--- config.mk ---
export PLATFORM = sky130hd
export DESIGN_NAME = sha3_absorb_sequencer
export DESIGN_NICKNAME = d
export VERILOG_FILES = /design/src/rtl/sha3_pkg.sv /design/src/rtl/sha3_pad_word.sv /design/src/rtl/sha3_absorb_sequencer.sv
export SDC_FILE = /design/constraint.sdc
export NUM_CORES = 1
export LEC_CHECK = 0
export ABC_AREA = 1
export CAP_MARGIN = 25
export CORE_MARGIN = 1
export CORE_UTILIZATION = 44
export CTS_CLUSTER_SIZE = 20
export DETAILED_ROUTE_END_ITERATION = 7
export PLACE_DENSITY = 0.88
export SLEW_MARGIN = 15
export SYNTH_ARGS = -nofsm -noshare
export SYNTH_HDL_FRONTEND = slang
export SYNTH_SLANG_ARGS = --single-unit
--- constraint.sdc ---
create_clock -name ACLK -period 2.75 [get_ports ACLK]
set_input_delay 0.55 -clock ACLK [delete_from_list [all_inputs] [get_ports ACLK]]
set_output_delay 0.55 -clock ACLK [all_outputs]
set_load 0.02 [all_outputs]
--- src/rtl/sha3_pkg.sv ---
// Shared types and constants for the SHA3 absorb sequencer: variant modes,
// rate-block sizes and the padding byte values.
package sha3_pkg;

  typedef enum logic [1:0] {
    SHA3_224 = 2'd0,
    SHA3_256 = 2'd1,
    SHA3_384 = 2'd2,
    SHA3_512 = 2'd3
  } sha3_mode_e;

  typedef enum logic [1:0] {
    ST_ABSORB = 2'd0,
    ST_PAD    = 2'd1,
    ST_PERM   = 2'd2
  } seq_state_e;

  // What the word on m_tdata is made of.
  typedef enum logic [1:0] {
    PK_DATA      = 2'd0,
    PK_LAST      = 2'd1,
    PK_PAD_FIRST = 2'd2,
    PK_PAD_MID   = 2'd3
  } pad_kind_e;

  localparam logic [7:0] PAD_FIRST = 8'h06;
  localparam logic [7:0] PAD_LAST  = 8'h80;

  // Rate in 16-bit words: (1600 - 2*digest_bits) / 16.
  function automatic logic [6:0] rate_words(input sha3_mode_e mode);
    case (mode)
      SHA3_224: return 7'd72;
      SHA3_256: return 7'd68;
      SHA3_384: return 7'd52;
      default:  return 7'd36;
    endcase
  endfunction

endpackage

--- src/rtl/sha3_pad_word.sv ---
// Builds the word handed to the absorb datapath: message data, a partially
// padded last word, or a generated pad word, with 0x80 merged at the block end.
module sha3_pad_word
  import sha3_pkg::*;
#(
  parameter int IDX_W = 7
) (
  input  logic [IDX_W-1:0] idx,
  input  logic [IDX_W-1:0] rate,
  input  pad_kind_e        kind,
  input  logic [15:0]      data,
  input  logic [1:0]       tkeep,
  output logic [15:0]      word
);

  logic       is_end;
  logic [7:0] end_byte;

  assign is_end   = (idx == rate - IDX_W'(1));
  assign end_byte = is_end ? PAD_LAST : 8'h00;

  always_comb begin
    word = data;
    case (kind)
      PK_LAST: begin
        case (tkeep)
          2'b01:   word = {PAD_FIRST | end_byte, data[7:0]};
          2'b00:   word = {end_byte, PAD_FIRST};
          default: word = data;
        endcase
      end
      PK_PAD_FIRST: word = {end_byte, PAD_FIRST};
      PK_PAD_MID:   word = {end_byte, 8'h00};
      default:      word = data;
    endcase
  end

endmodule

--- src/rtl/sha3_absorb_sequencer.sv ---
// Streams message words into the Keccak absorb datapath, counts rate-block
// words, appends SHA3 padding and sequences permutation and squeeze starts.
module sha3_absorb_sequencer
  import sha3_pkg::*;
#(
  parameter int WIDTH = 16,
  parameter int IDX_W = 7
) (
  input  logic             ACLK,
  input  logic             ARESETn,
  input  logic [WIDTH-1:0] s_tdata,
  input  logic             s_tvalid,
  output logic             s_tready,
  input  logic             s_tlast,
  input  logic [1:0]       s_tkeep,
  input  logic [1:0]       s_tuser,
  output logic [WIDTH-1:0] m_tdata,
  output logic             m_tvalid,
  input  logic             m_tready,
  output logic [IDX_W-1:0] m_idx,
  output logic             perm_start,
  input  logic             perm_done,
  output logic             sq_start,
  output logic [1:0]       sq_mode
);

  if (WIDTH != 16) begin : g_width_chk
    $error("sha3_absorb_sequencer: only WIDTH=16 is supported");
  end
  if (IDX_W < 7) begin : g_idx_chk
    $error("sha3_absorb_sequencer: IDX_W must be at least 7");
  end

  seq_state_e       state;
  sha3_mode_e       mode;
  sha3_mode_e       cur_mode;
  pad_kind_e        kind;
  logic [IDX_W-1:0] idx;
  logic [IDX_W-1:0] rate;
  logic [WIDTH-1:0] pad_word;
  logic             first, fin, padpend, pfirst, active;
  logic             at_end, hs;

  // The first word of a message is sized by its own s_tuser before mode latches.
  assign cur_mode = (state == ST_ABSORB && first) ? sha3_mode_e'(s_tuser) : mode;
  assign rate     = IDX_W'(rate_words(cur_mode));
  assign at_end   = (idx == rate - IDX_W'(1));
  assign m_idx    = idx;

  sha3_pad_word #(.IDX_W(IDX_W)) u_pad (
    .idx  (idx),
    .rate (rate),
    .kind (kind),
    .data (s_tdata),
    .tkeep(s_tkeep),
    .word (pad_word)
  );

  // active holds the pass-through path quiet while in and just out of reset.
  always_comb begin
    m_tvalid = 1'b0;
    s_tready = 1'b0;
    kind     = PK_DATA;
    if (active) begin
      case (state)
        ST_ABSORB: begin
          m_tvalid = s_tvalid;
          s_tready = m_tready;
          kind     = s_tlast ? PK_LAST : PK_DATA;
        end
        ST_PAD: begin
          m_tvalid = 1'b1;
          kind     = pfirst ? PK_PAD_FIRST : PK_PAD_MID;
        end
        default: ;
      endcase
    end
    m_tdata = (active && state != ST_PERM) ? pad_word : '0;
  end

  assign hs = m_tvalid && m_tready;

  always_ff @(posedge ACLK or negedge ARESETn) begin
    if (!ARESETn) begin
      state      <= ST_ABSORB;
      mode       <= SHA3_224;
      idx        <= '0;
      first      <= 1'b1;
      fin        <= 1'b0;
      padpend    <= 1'b0;
      pfirst     <= 1'b0;
      active     <= 1'b0;
      perm_start <= 1'b0;
      sq_start   <= 1'b0;
      sq_mode    <= 2'd0;
    end else begin
      active     <= 1'b1;
      perm_start <= 1'b0;
      sq_start   <= 1'b0;
      case (state)
        ST_ABSORB: if (hs) begin
          if (first) begin
            mode  <= sha3_mode_e'(s_tuser);
            first <= 1'b0;
          end
          // A partial last word already carries the 0x06 byte.
          if (s_tlast && !s_tkeep[1]) fin <= 1'b1;
          if (at_end) begin
            state      <= ST_PERM;
            perm_start <= 1'b1;
            idx        <= '0;
            if (s_tlast && s_tkeep[1]) padpend <= 1'b1;
          end else begin
            idx <= idx + IDX_W'(1);
            if (s_tlast) begin
              state  <= ST_PAD;
              pfirst <= s_tkeep[1];
            end
          end
        end
        ST_PAD: if (hs) begin
          pfirst <= 1'b0;
          if (at_end) begin
            fin        <= 1'b1;
            state      <= ST_PERM;
            perm_start <= 1'b1;
            idx        <= '0;
          end else begin
            idx <= idx + IDX_W'(1);
          end
        end
        ST_PERM: if (perm_done) begin
          if (fin) begin
            sq_start <= 1'b1;
            sq_mode  <= mode;
            fin      <= 1'b0;
            first    <= 1'b1;
            state    <= ST_ABSORB;
          end else if (padpend) begin
            padpend <= 1'b0;
            pfirst  <= 1'b1;
            state   <= ST_PAD;
          end else begin
            state <= ST_ABSORB;
          end
        end
        default: state <= ST_ABSORB;
      endcase
    end
  end

endmodule

## Yosys cells after proc, flatten, opt, wreduce, memory -nomap -nowiden

Cells that the tools add are included.

- Eq/ne operators: 23
- Add/sub/neg operators: 2
- Reduce and logical (&&, ||, !) cells: 20
- Muxes and demuxes: 53

Operator list:

| operator | count |
|---|---|
| $pmux W16 S3 | 1 |
| $mux W1 | 32 |
| $pmux W16 S2 | 1 |
| $pmux W7 S3 | 1 |
| $ne A2 B2 Y1 const B | 9 |
| $mux W16 | 1 |
| $mux W2 | 8 |
| $reduce_and A6 Y1 | 2 |
| $eq A2 B1 Y1 const B | 4 |
| $eq A2 B2 Y1 const B | 4 |
| $mux W8 | 1 |
| $ne A2 B1 Y1 const B | 4 |
| $reduce_and A8 Y1 | 1 |
| $add A7 B1 Y7 const B | 1 |
| $eq A7 B7 Y1 | 1 |
| $mux W7 | 1 |
| $sub A7 B1 Y7 const B | 1 |
| $logic_not A2 Y1 | 3 |
| $pmux W1 S2 | 3 |
| $pmux W1 S3 | 2 |
| $pmux W2 S3 | 1 |
| $reduce_and A3 Y1 | 2 |
| $logic_and A1 B1 Y1 | 5 |
| $reduce_and A5 Y1 | 1 |
| 8 further kinds | 8 |

- Bits of input ports: 26
- Word-level logic and storage cells: 109
- Output and inout bits: 29
- Register bits: 20

## Logic depth before layout (Yosys ltp)

Gate-level depths: netlist of run 1.

- Word-level depth: 11
- Depth in mapped cells: 15
- Mapped depth without buffers: 15

## By module

Synthesis of run 1 repeated with hierarchy kept, for this count alone.

- Cells, all modules: 306
- Area, all modules: 1,825.5 sq um

By module, submodules not included:

| module | seq. area each (sq um) | times used | area an instance (sq um) | cells each |
|---|---|---|---|---|
| sha3_absorb_sequencer | 501.7 | 1 | 1,361.3 | 200 |
| sha3_pad_word | 0.0 | 1 | 464.2 | 106 |

## Least setup slack after synthesis of run 1

OpenSTA, ideal clock, no wires.

- Kind: register -> output
- From: reg state[0]
- To: out m_tdata[15]
- Required time: 2.200 ns
- Stages on the path, launching flop included: 10
- Arrival time: 1.792 ns
- Setup slack: 0.408 ns
- Buffers on the path: 1
- Cells stage by stage: dfrtp_1 inv_1 ha_1 buf_6 inv_1 o22ai_1 nand2_1 o21ai_0 o21ai_0 a21oi_1

- Longest elaborated chain between the ends: 11
- Elaborated cells on any way between the ends: 21
- Those cells by class: add/sub (1); eq/ne (8); mux (8); reduce/logical (4)

Ends and longest elaborated chain:

| element | RTL line | RTL |
|---|---|---|
| start, declared | sha3_absorb_sequencer.sv:34 | `seq_state_e state;` |
| start signal, assigned | sha3_absorb_sequencer.sv:85 | `state <= ST_ABSORB;` |
| start signal, assigned | sha3_absorb_sequencer.sv:109 | `state <= ST_PERM;` |
| start signal, assigned | sha3_absorb_sequencer.sv:116 | `state <= ST_PAD;` |
| $logic_not A2 Y1 | sha3_absorb_sequencer.sv:45, sha3_absorb_sequencer.sv:65 |  |
| $logic_and A1 B1 Y1 | sha3_absorb_sequencer.sv:45 | `assign cur_mode = (state == ST_ABSORB && first) ? sha3_mode_e'(s_tuser) : mode;` |
| $mux W2 | sha3_absorb_sequencer.sv:45 |  |
| $eq A2 B2 Y1 (tied with other cells) | sha3_pkg.sv:31 | `case (mode)` |
| $pmux W7 S3 | sha3_pkg.sv:31 |  |
| $sub A7 B1 Y7 | sha3_pad_word.sv:19 | `assign is_end = (idx == rate - IDX_W'(1));` |
| $eq A7 B7 Y1 | sha3_pad_word.sv:19 |  |
| $mux W8 | sha3_pad_word.sv:20 | `assign end_byte = is_end ? PAD_LAST : 8'h00;` |
| $pmux W16 S2 | sha3_pad_word.sv:26 | `case (tkeep)` |
| $pmux W16 S3 | sha3_pad_word.sv:24 | `case (kind)` |
| $mux W16 (*) | sha3_absorb_sequencer.sv:78 | `m_tdata = (active && state != ST_PERM) ? pad_word : '0;` |
| end, declared | sha3_absorb_sequencer.sv:17 | `output logic [WIDTH-1:0] m_tdata,` |

Every way passes the cells marked *; elsewhere a longest branch is shown, timed or not.

## Worst setup path after layout of run 1

Ends and elaborated chain as after synthesis.

==> results.md, run 1 <==
* Status: finished, final reports clean
* # DRC at 0
* Routed len/inst at between 10 and 15 µm
* DRT antenna net count at 0
* Crit end category: output pin
* Hold Path Class: reg2reg
* Port buffer count at 54
* Fill cell count at between 200 and 300
* Initial antenna violation count at 0
* Crit-path max FO at 4
* Worst VDD drop at about 0.52 mV
* Mapped Cells at between 200 and 250
* Tmin final at around 2.7 ns
* Most area-consuming cells after synthesis: dfrtp_1 33%, nand2_1 12%, inv_1 9.5%
* Clock-pin slew on the worst setup and hold paths at ~0.12 ns
* WS Path Type: reg2out
* Grt total ovfl at 0
* Fraction of registers with async set/reset at 100%
* Row count at 20
* RSZ-0062 raised after global routing: false
* Vias in the first global route at between 1000 and 1500
* Die area at approximately 3500 µm²
* DR vias at ~1600
* Multi-input gate area at roughly 810 µm²
* Vias per std cell at approximately 5
* CTS buffer count at 3
* WL final at 4030 µm
* CTS Buffer Depth at 2
* Count leader, synth: nand2_1
* Post-synth top area share at approximately a third
* Commonest cells in the netlist: 48 x nand2_1, 37 x inv_1, 25 x nor2_1, 19 x dfrtp_1, 15 x nand3_1
* Initial Util at a little under half
* Largest net degree at the start of global routing at 21
* CTS Hold Bufs at 0
* Yosys top cell by area: dfrtp_1
* Syn Std Cell Area at about 1500 µm²
* Die Ht at slightly below 60 µm
* DRT iter0 DRCs at 57
* HPWL after DPL at between 3000 and 4000 µm
* CTS tree: done
* Mapped Nets at 245
* Pwr dens at 976 nW/µm²
* Avg Inst Size Synth at between 6 and 7 µm²
* Highest clock rate at ~0.38 GHz
* Post-synthesis sequential element count at 20
* Number of synthesized flops with an enable pin at 0
* CTS H-tree depth at 1
* Core area at a little over 3000 µm²
* Setup violators final at 0
* N_diodes at 0
* Worst EP arrival at between 2 and 2.5 ns
* First drt pass iteration count at 5
* Final hold violation count at 0
* First-pass GRT wire length at between 6000 and 7000 µm
* Ratio of cells with drive above 1 in the final layout at 19.4%
* Top FF cell, synth: dfrtp_1
* Clock sinks at 20
* Layout area overhead at 52.7%
* CTS root buf: clkbuf_4
* Final cycle utilization of the critical path at between 90% and 100%
* Count of different cell masters after synthesis at 28
* Worst-skew pair later-pin latency at a little over 0.3 ns
* Fin. max-slew vios at 0
* Register area share after synthesis at around 34%
* Nets at about 320
* Placed insts at between 300 and 400
* Total GRT Usage at a little under a quarter
* Yosys warns at 0
* Max-cap violations at 0
* Non-filler cells, final at between 300 and 400
* Die Wd at approximately 60 µm
* P_leak at about 1.1 nW
* Setup TNS at 0 ns
* Startpoint types: flop
* Clock Skews at ~0.0074 ns
* Worst Path Required at 2.20 ns
* FF+latch area at between 500 and 600 µm²
* Gpl congestion at between 0.9 and 1
* I/O Pins at 55
## registers in the layout, indices dropped and copies added, names as in the netlist
register    cells
perm_start      1
fin             1
sq_mode         2
mode            2
state           2
active          1
padpend         1
first           1
m_idx           7
sq_start        1
pfirst          1
## through the flow
stage          total power, mW  cell area [µm²]  setup WS, ns  hold slack (ns)  util (%)
2_1_floorplan             1.35             1460         0.408            0.254         -
3_3_place_gp              1.86             2180        -0.160            0.471      70.2
3_5_place_dp              1.92             2180        -0.234            0.488      70.2
4_1_cts                   2.15             2230       0.00893            0.517      71.8
5_1_grt                   2.33             2230       0.00650            0.527      71.7
6_report                  2.17             2230        0.0879            0.518      71.7
## where the power goes
part	switching [mW]	internal, mW
combinational	0.813	0.610
clock	0.100	0.147
sequential	0.0957	0.406
## cell usage in the layout, fill, tap and decap left out, types with 2 or more instances in the layout
master	instances
nand4_1	4
nand3_1	15
nor2_1	24
nor3_1	2
nand2_1	45
dlygate4sd2_1	2
clkbuf_4	3
o21ai_0	10
dfrtp_1	19
inv_2	4
inv_1	37
nand2_2	10
xor2_1	2
clkdlybuf4s50_1	38
clkdlybuf4s15_1	7
nand3b_1	2
ha_1	5
nor2_4	4
a21oi_1	10
clkbuf_2	6
o21ai_1	5
buf_4	20
## critical path, cell delays in order, from the launching register on
cell and delay (ns):
dfrtp_1 0.41, buf_4 0.13, ha_1 0.18, inv_1 0.08, o22ai_2 0.18, nand2_2 0.11, buf_4 0.15, o21ai_1 0.15
o21ai_0 0.10, a21oi_1 0.14, buf_4 0.16
## kinds of logic after synthesis
family          share of synthesized area, %
flops                                   34.4
compound gates                          12.1
buf+inv                                 11.3
xor+xnor                                1.20
other cells                            0.257
simple gates                            35.5
fa+ha+maj                               5.15
## final timing paths
check / cells past startpoint / from / endpoint / slack, ns
max reg2reg: 14 / state[0] / m_idx[2] / 0.67
min: 2 / sq_mode[1] / sq_mode[1] / 0.52
max in group asynchronous: 2 / ARESETn / first / 1.93
max: 10 / state[0] / m_tdata[15] / 0.09
min in group asynchronous: 2 / ARESETn / m_idx[6] / 0.55
min reg2reg: 2 / sq_mode[1] / sq_mode[1] / 0.52
## layout make-up
class	count	share of cell area [%]
multi-input combinational	151	36.6
clock inverter	1	1.35
clock buffer	3	1.01
tap	44	2.47
sequential	20	22.5
inverter	41	6.91
timing repair buffer	73	29.1
## routing by layer
layer	GRT usage [%]	share of wire, %	vias to the layer above
li1	-	-	820
met1	27.6	42	742
met2	40.8	52	49
met3	3.71	4.3	9
met4	12.6	2.1	0
met5	0	0	-
## repair_timing
item                                    in CTS  in global routing
endpoints found under the setup margin      16                 15
gates resized for setup                     26                 21
setup buffers                                1                  0
gates cloned                                 0                  0
pin swaps                                    0                  1
(Power assumes the default switching activity.)
==> run 2, diff against run 1 <==
Settings changed: ABC_CLOCK_PERIOD_IN_PS set to 2750.
==> results of run 2 <==
Same layout as run 1: the final DEF is identical, and so are final timing and power.
==> run 3, diff against run 2 <==
Settings changed: ABC_AREA 1 to 0, TNS_END_PERCENT set to 100.
==> run 3 against run 2 <==
The flow now finishes with violations (negative setup slack); hold slack worse by 0.0044 ns; combinational power is 47% lower; largest cell class unchanged; critical endpoint is now m_tdata[6]; sequential share of layout area is 2.0 points lower.
==> results.md, run 3 <==
* Flop pwr share at 29.4% (+6.3 points)
* GR Util met1 at 33.9% (+6.3 points)
* Layout area overhead at 68.0%
* Avg Inst Size Synth at 8.77 µm² (+28%)
* Worst EP arrival at 2.44 ns (+0.33 ns)
* CTS Buffer Depth at 2 (unchanged)
* Total GRT Usage at 26.0% (+2.5 points)
* Crit end category: output pin
* Largest net degree at the start of global routing at 21 (unchanged)
* Initial Util at 46.9% (about the same)
* First drt pass iteration count at 4 (-1)
* Gr busiest metal: met2
* Worst slew pin tran at approximately 0.50 ns
* Commonest non-fill, non-tap cell in the layout: buf_4
* Die area at 3540 µm² (about the same)
* Pwr dens at 516 nW/µm² (-47%)
* Internal Pwr Total at 0.753 mW (-35%)
* DP Area at 2290 µm² (+5.1%)
* WS Path Type: reg2out
* Crit-path max FO at 13 (+9)
* Number of synthesized flops with an enable pin at 0 (unchanged)
* Final hold violation count at 0 (unchanged)
* Max-cap violations at 0 (unchanged)
* Row count at 20 (unchanged)
* Worst setup path start: state[1]
* Util after Layout at 78.8% (+7.1 points)
* GR Util met3 at 5.02% (+1.3 points)
* RSZ-0062 raised after global routing: true
* Vias per std cell at 5.46 (+12%)
* Nets at 293 (-9.0%)
* Fin. max-slew vios at 0 (unchanged)
* Most area-consuming cells after synthesis: dfrtp_1 33%, ha_1 5.2%, and2_1 4.7%
* Port buffer count at 54 (unchanged)
* WL final at 4710 µm (+17%)
* Max FFs per register at 7 (unchanged)
* Worst-skew pair later-pin latency at 0.31 ns (about the same)
* Routed len/inst at 15.5 µm (+28%)
* Clock sinks at 20 (unchanged)
* Register area share after synthesis at 34.5% (about the same)
* Total power at 1.26 mW (-42%)
* Yosys warns at 0 (unchanged)
* CTS root buf: clkbuf_4
* Clock Skews at 0.0163 ns (+0.00892 ns)
* Met2 Resource Use GR at 43.7% (+2.9 points)
* Die Ht at 59.5 µm (about the same)
* Hold Path Class: reg2reg
* Startpoint types: flop
* Mapped Cells at 166 (-22%)
* Syn Std Cell Area at 1460 µm² (about the same)
* Gpl congestion at 0.829 (-8.3%)
* Mapped Nets at 198 (-19%)
* Highest clock rate at 0.335 GHz (-11%)
* Final cycle utilization of the critical path at 109% (+12 points)
* First-pass GRT wire length at 6870 µm (+11%)
* DRT iter0 DRCs at 94 (+65%)
* Fraction of registers with async set/reset at 100% (unchanged)
* Clock-pin slew on the worst setup and hold paths at 0.11 ns (about the same)
* Count of different cell masters after synthesis at 49 (+75%)
* P_leak at 1.09 nW (-4.3%)
* Count leader, synth: dfrtp_1
* Source of the worst hold timing path: sq_mode[0]
* Status: finished with violations
* Post-synth top area share at 32.6% (about the same)
* Yosys top cell by area: dfrtp_1
* Clk pwr share at 11.3% (about the same)
* Grt total ovfl at 0 (unchanged)
* DRT antenna net count at 0 (unchanged)
* Ratio of cells with drive above 1 in the final layout at 34.6% (+15 points)
* Vias in the first global route at 1506 (+0.80%)
* Commonest cells in the netlist: 19 x dfrtp_1, 14 x nand2_1, 13 x a21oi_1, 11 x and2_1
* Top FF cell, synth: dfrtp_1
* CTS H-tree depth at 1 (unchanged)
* Setup ws final at -0.239 ns (-0.327 ns)
* CTS buffer count at 3 (unchanged)
* DR vias at 1661 (+2.5%)
* Switching Share at 40.3% (-6.1 points)
* Psw at 0.509 mW (-50%)
* I/O Pins at 55 (unchanged)
* Core area at 3100 µm² (unchanged)
* Die Wd at 59.5 µm (about the same)
* Initial antenna violation count at 0 (unchanged)
* HPWL after DPL at 3280 µm (+2.4%)
* Worst Path Required at 2.20 ns (about the same)
* Fill cell count at 216 (-21%)
* Non-filler cells, final at 304 (-8.7%)
* # DRC at 0 (unchanged)
* Placed insts at 291 (-11%)
* Worst VDD drop at 0.345 mV (-34%)
* CTS tree: done
* Most frequent cells in the layout: 44 x buf_4, 36 x clkdlybuf4s50_1, 19 x dfrtp_1
* Reg2reg start: state[1]
* Post-synthesis sequential element count at 20 (unchanged)
* Failing checks: negative setup slack
* Cell area after layout at 2450 µm² (+9.9%)
* Setup violators final at 16 (+16)
* Relative slew slack at between 60% and 70%
* Tmin final at 2.99 ns (+0.327 ns)
* N_diodes at 0 (unchanged)
* Logic pwr share at 59.3% (-6.2 points)
-- run 3: cell count changes after synthesis, sizes merged, moves of 5 or more --
cell   before  now
and2        0   12
nand3      16    7
nand2      56   14
mux2i       0    5
nor2       29   10
inv        41    9
mux2        0    5
-- run 3: per-stage QoR --
stage               setup WS, ns  TNS, ns  hold WS, ns
finish                    -0.239    -3.02        0.513
global route              -0.363    -4.88        0.545
CTS                       -0.273   -0.890        0.519
detailed placement        -0.730    -7.58        0.496
global placement          -0.704    -5.60        0.491
floorplan                 0.0186        0        0.254
-- run 3: cell type report --
cell class	instances	area [µm²]	share of cell area [%]
inverters	9	33.8	1.38
flip-flops and latches	20	502	20.5
clock buffers	4	26.3	1.07
well taps	44	55.1	2.25
multi-input cells	133	982	40.2
repair buffers	94	847	34.6
-- run 3: final timing paths --
path	to	slack, ns	cells past startpoint
setup / recovery	m_tdata[6]	-0.24	12
min in group asynchronous	state[1]	0.58	2
setup reg to reg	fin	0.24	12
max in group asynchronous	first	1.89	2
hold / removal	sq_mode[0]	0.51	1
hold reg to reg	sq_mode[0]	0.51	1
-- run 3: cell families after synthesis --
logic type                 Yosys count  share of synthesized area, %
other                                1                         0.257
adders and majority gates            6                          5.15
buffers and inverters               13                          3.95
DFF                                 20                          34.5
muxes                               10                          7.56
AOI/OAI and AO/OA                   45                          22.4
and+or+nand+nor                     71                          26.2
-- run 3: what timing repair did --
item,in CTS,in global routing
setup endpoints to repair,16,17
hold buffers,0,0
resized for setup,93,18
buffers inserted,5,4
pin swaps,8,4
-- run 3: critical path, cell delays in order, from the launching register on --
cell	delay (ns)
dfrtp_1	0.37
inv_2	0.06
ha_4	0.17
buf_6	0.13
buf_6	0.14
and2_1	0.16
o21ai_2	0.25
nor3_2	0.09
nor3_1	0.20
buf_4	0.18
buf_4	0.11
and2_1	0.14
buf_6	0.13
-- run 3: layer usage --
| layer | share of wire (%) | vias up |
|---|---|---|
| li1 | - | 779 |
| met1 | 40 | 799 |
| met2 | 51 | 72 |
| met3 | 6.4 | 11 |
| met4 | 2.4 | 0 |
| met5 | 0 | - |
-- run 3: power groups by stage --
stage	Sequential (mW)	Combinational [mW]	Clock, mW
6_report	0.371	0.748	0.142
5_1_grt	0.379	0.795	0.160
4_1_cts	0.369	0.688	0.146
3_5_place_dp	0.374	0.664	0
3_3_place_gp	0.372	0.646	0
2_1_floorplan	0.407	0.325	0
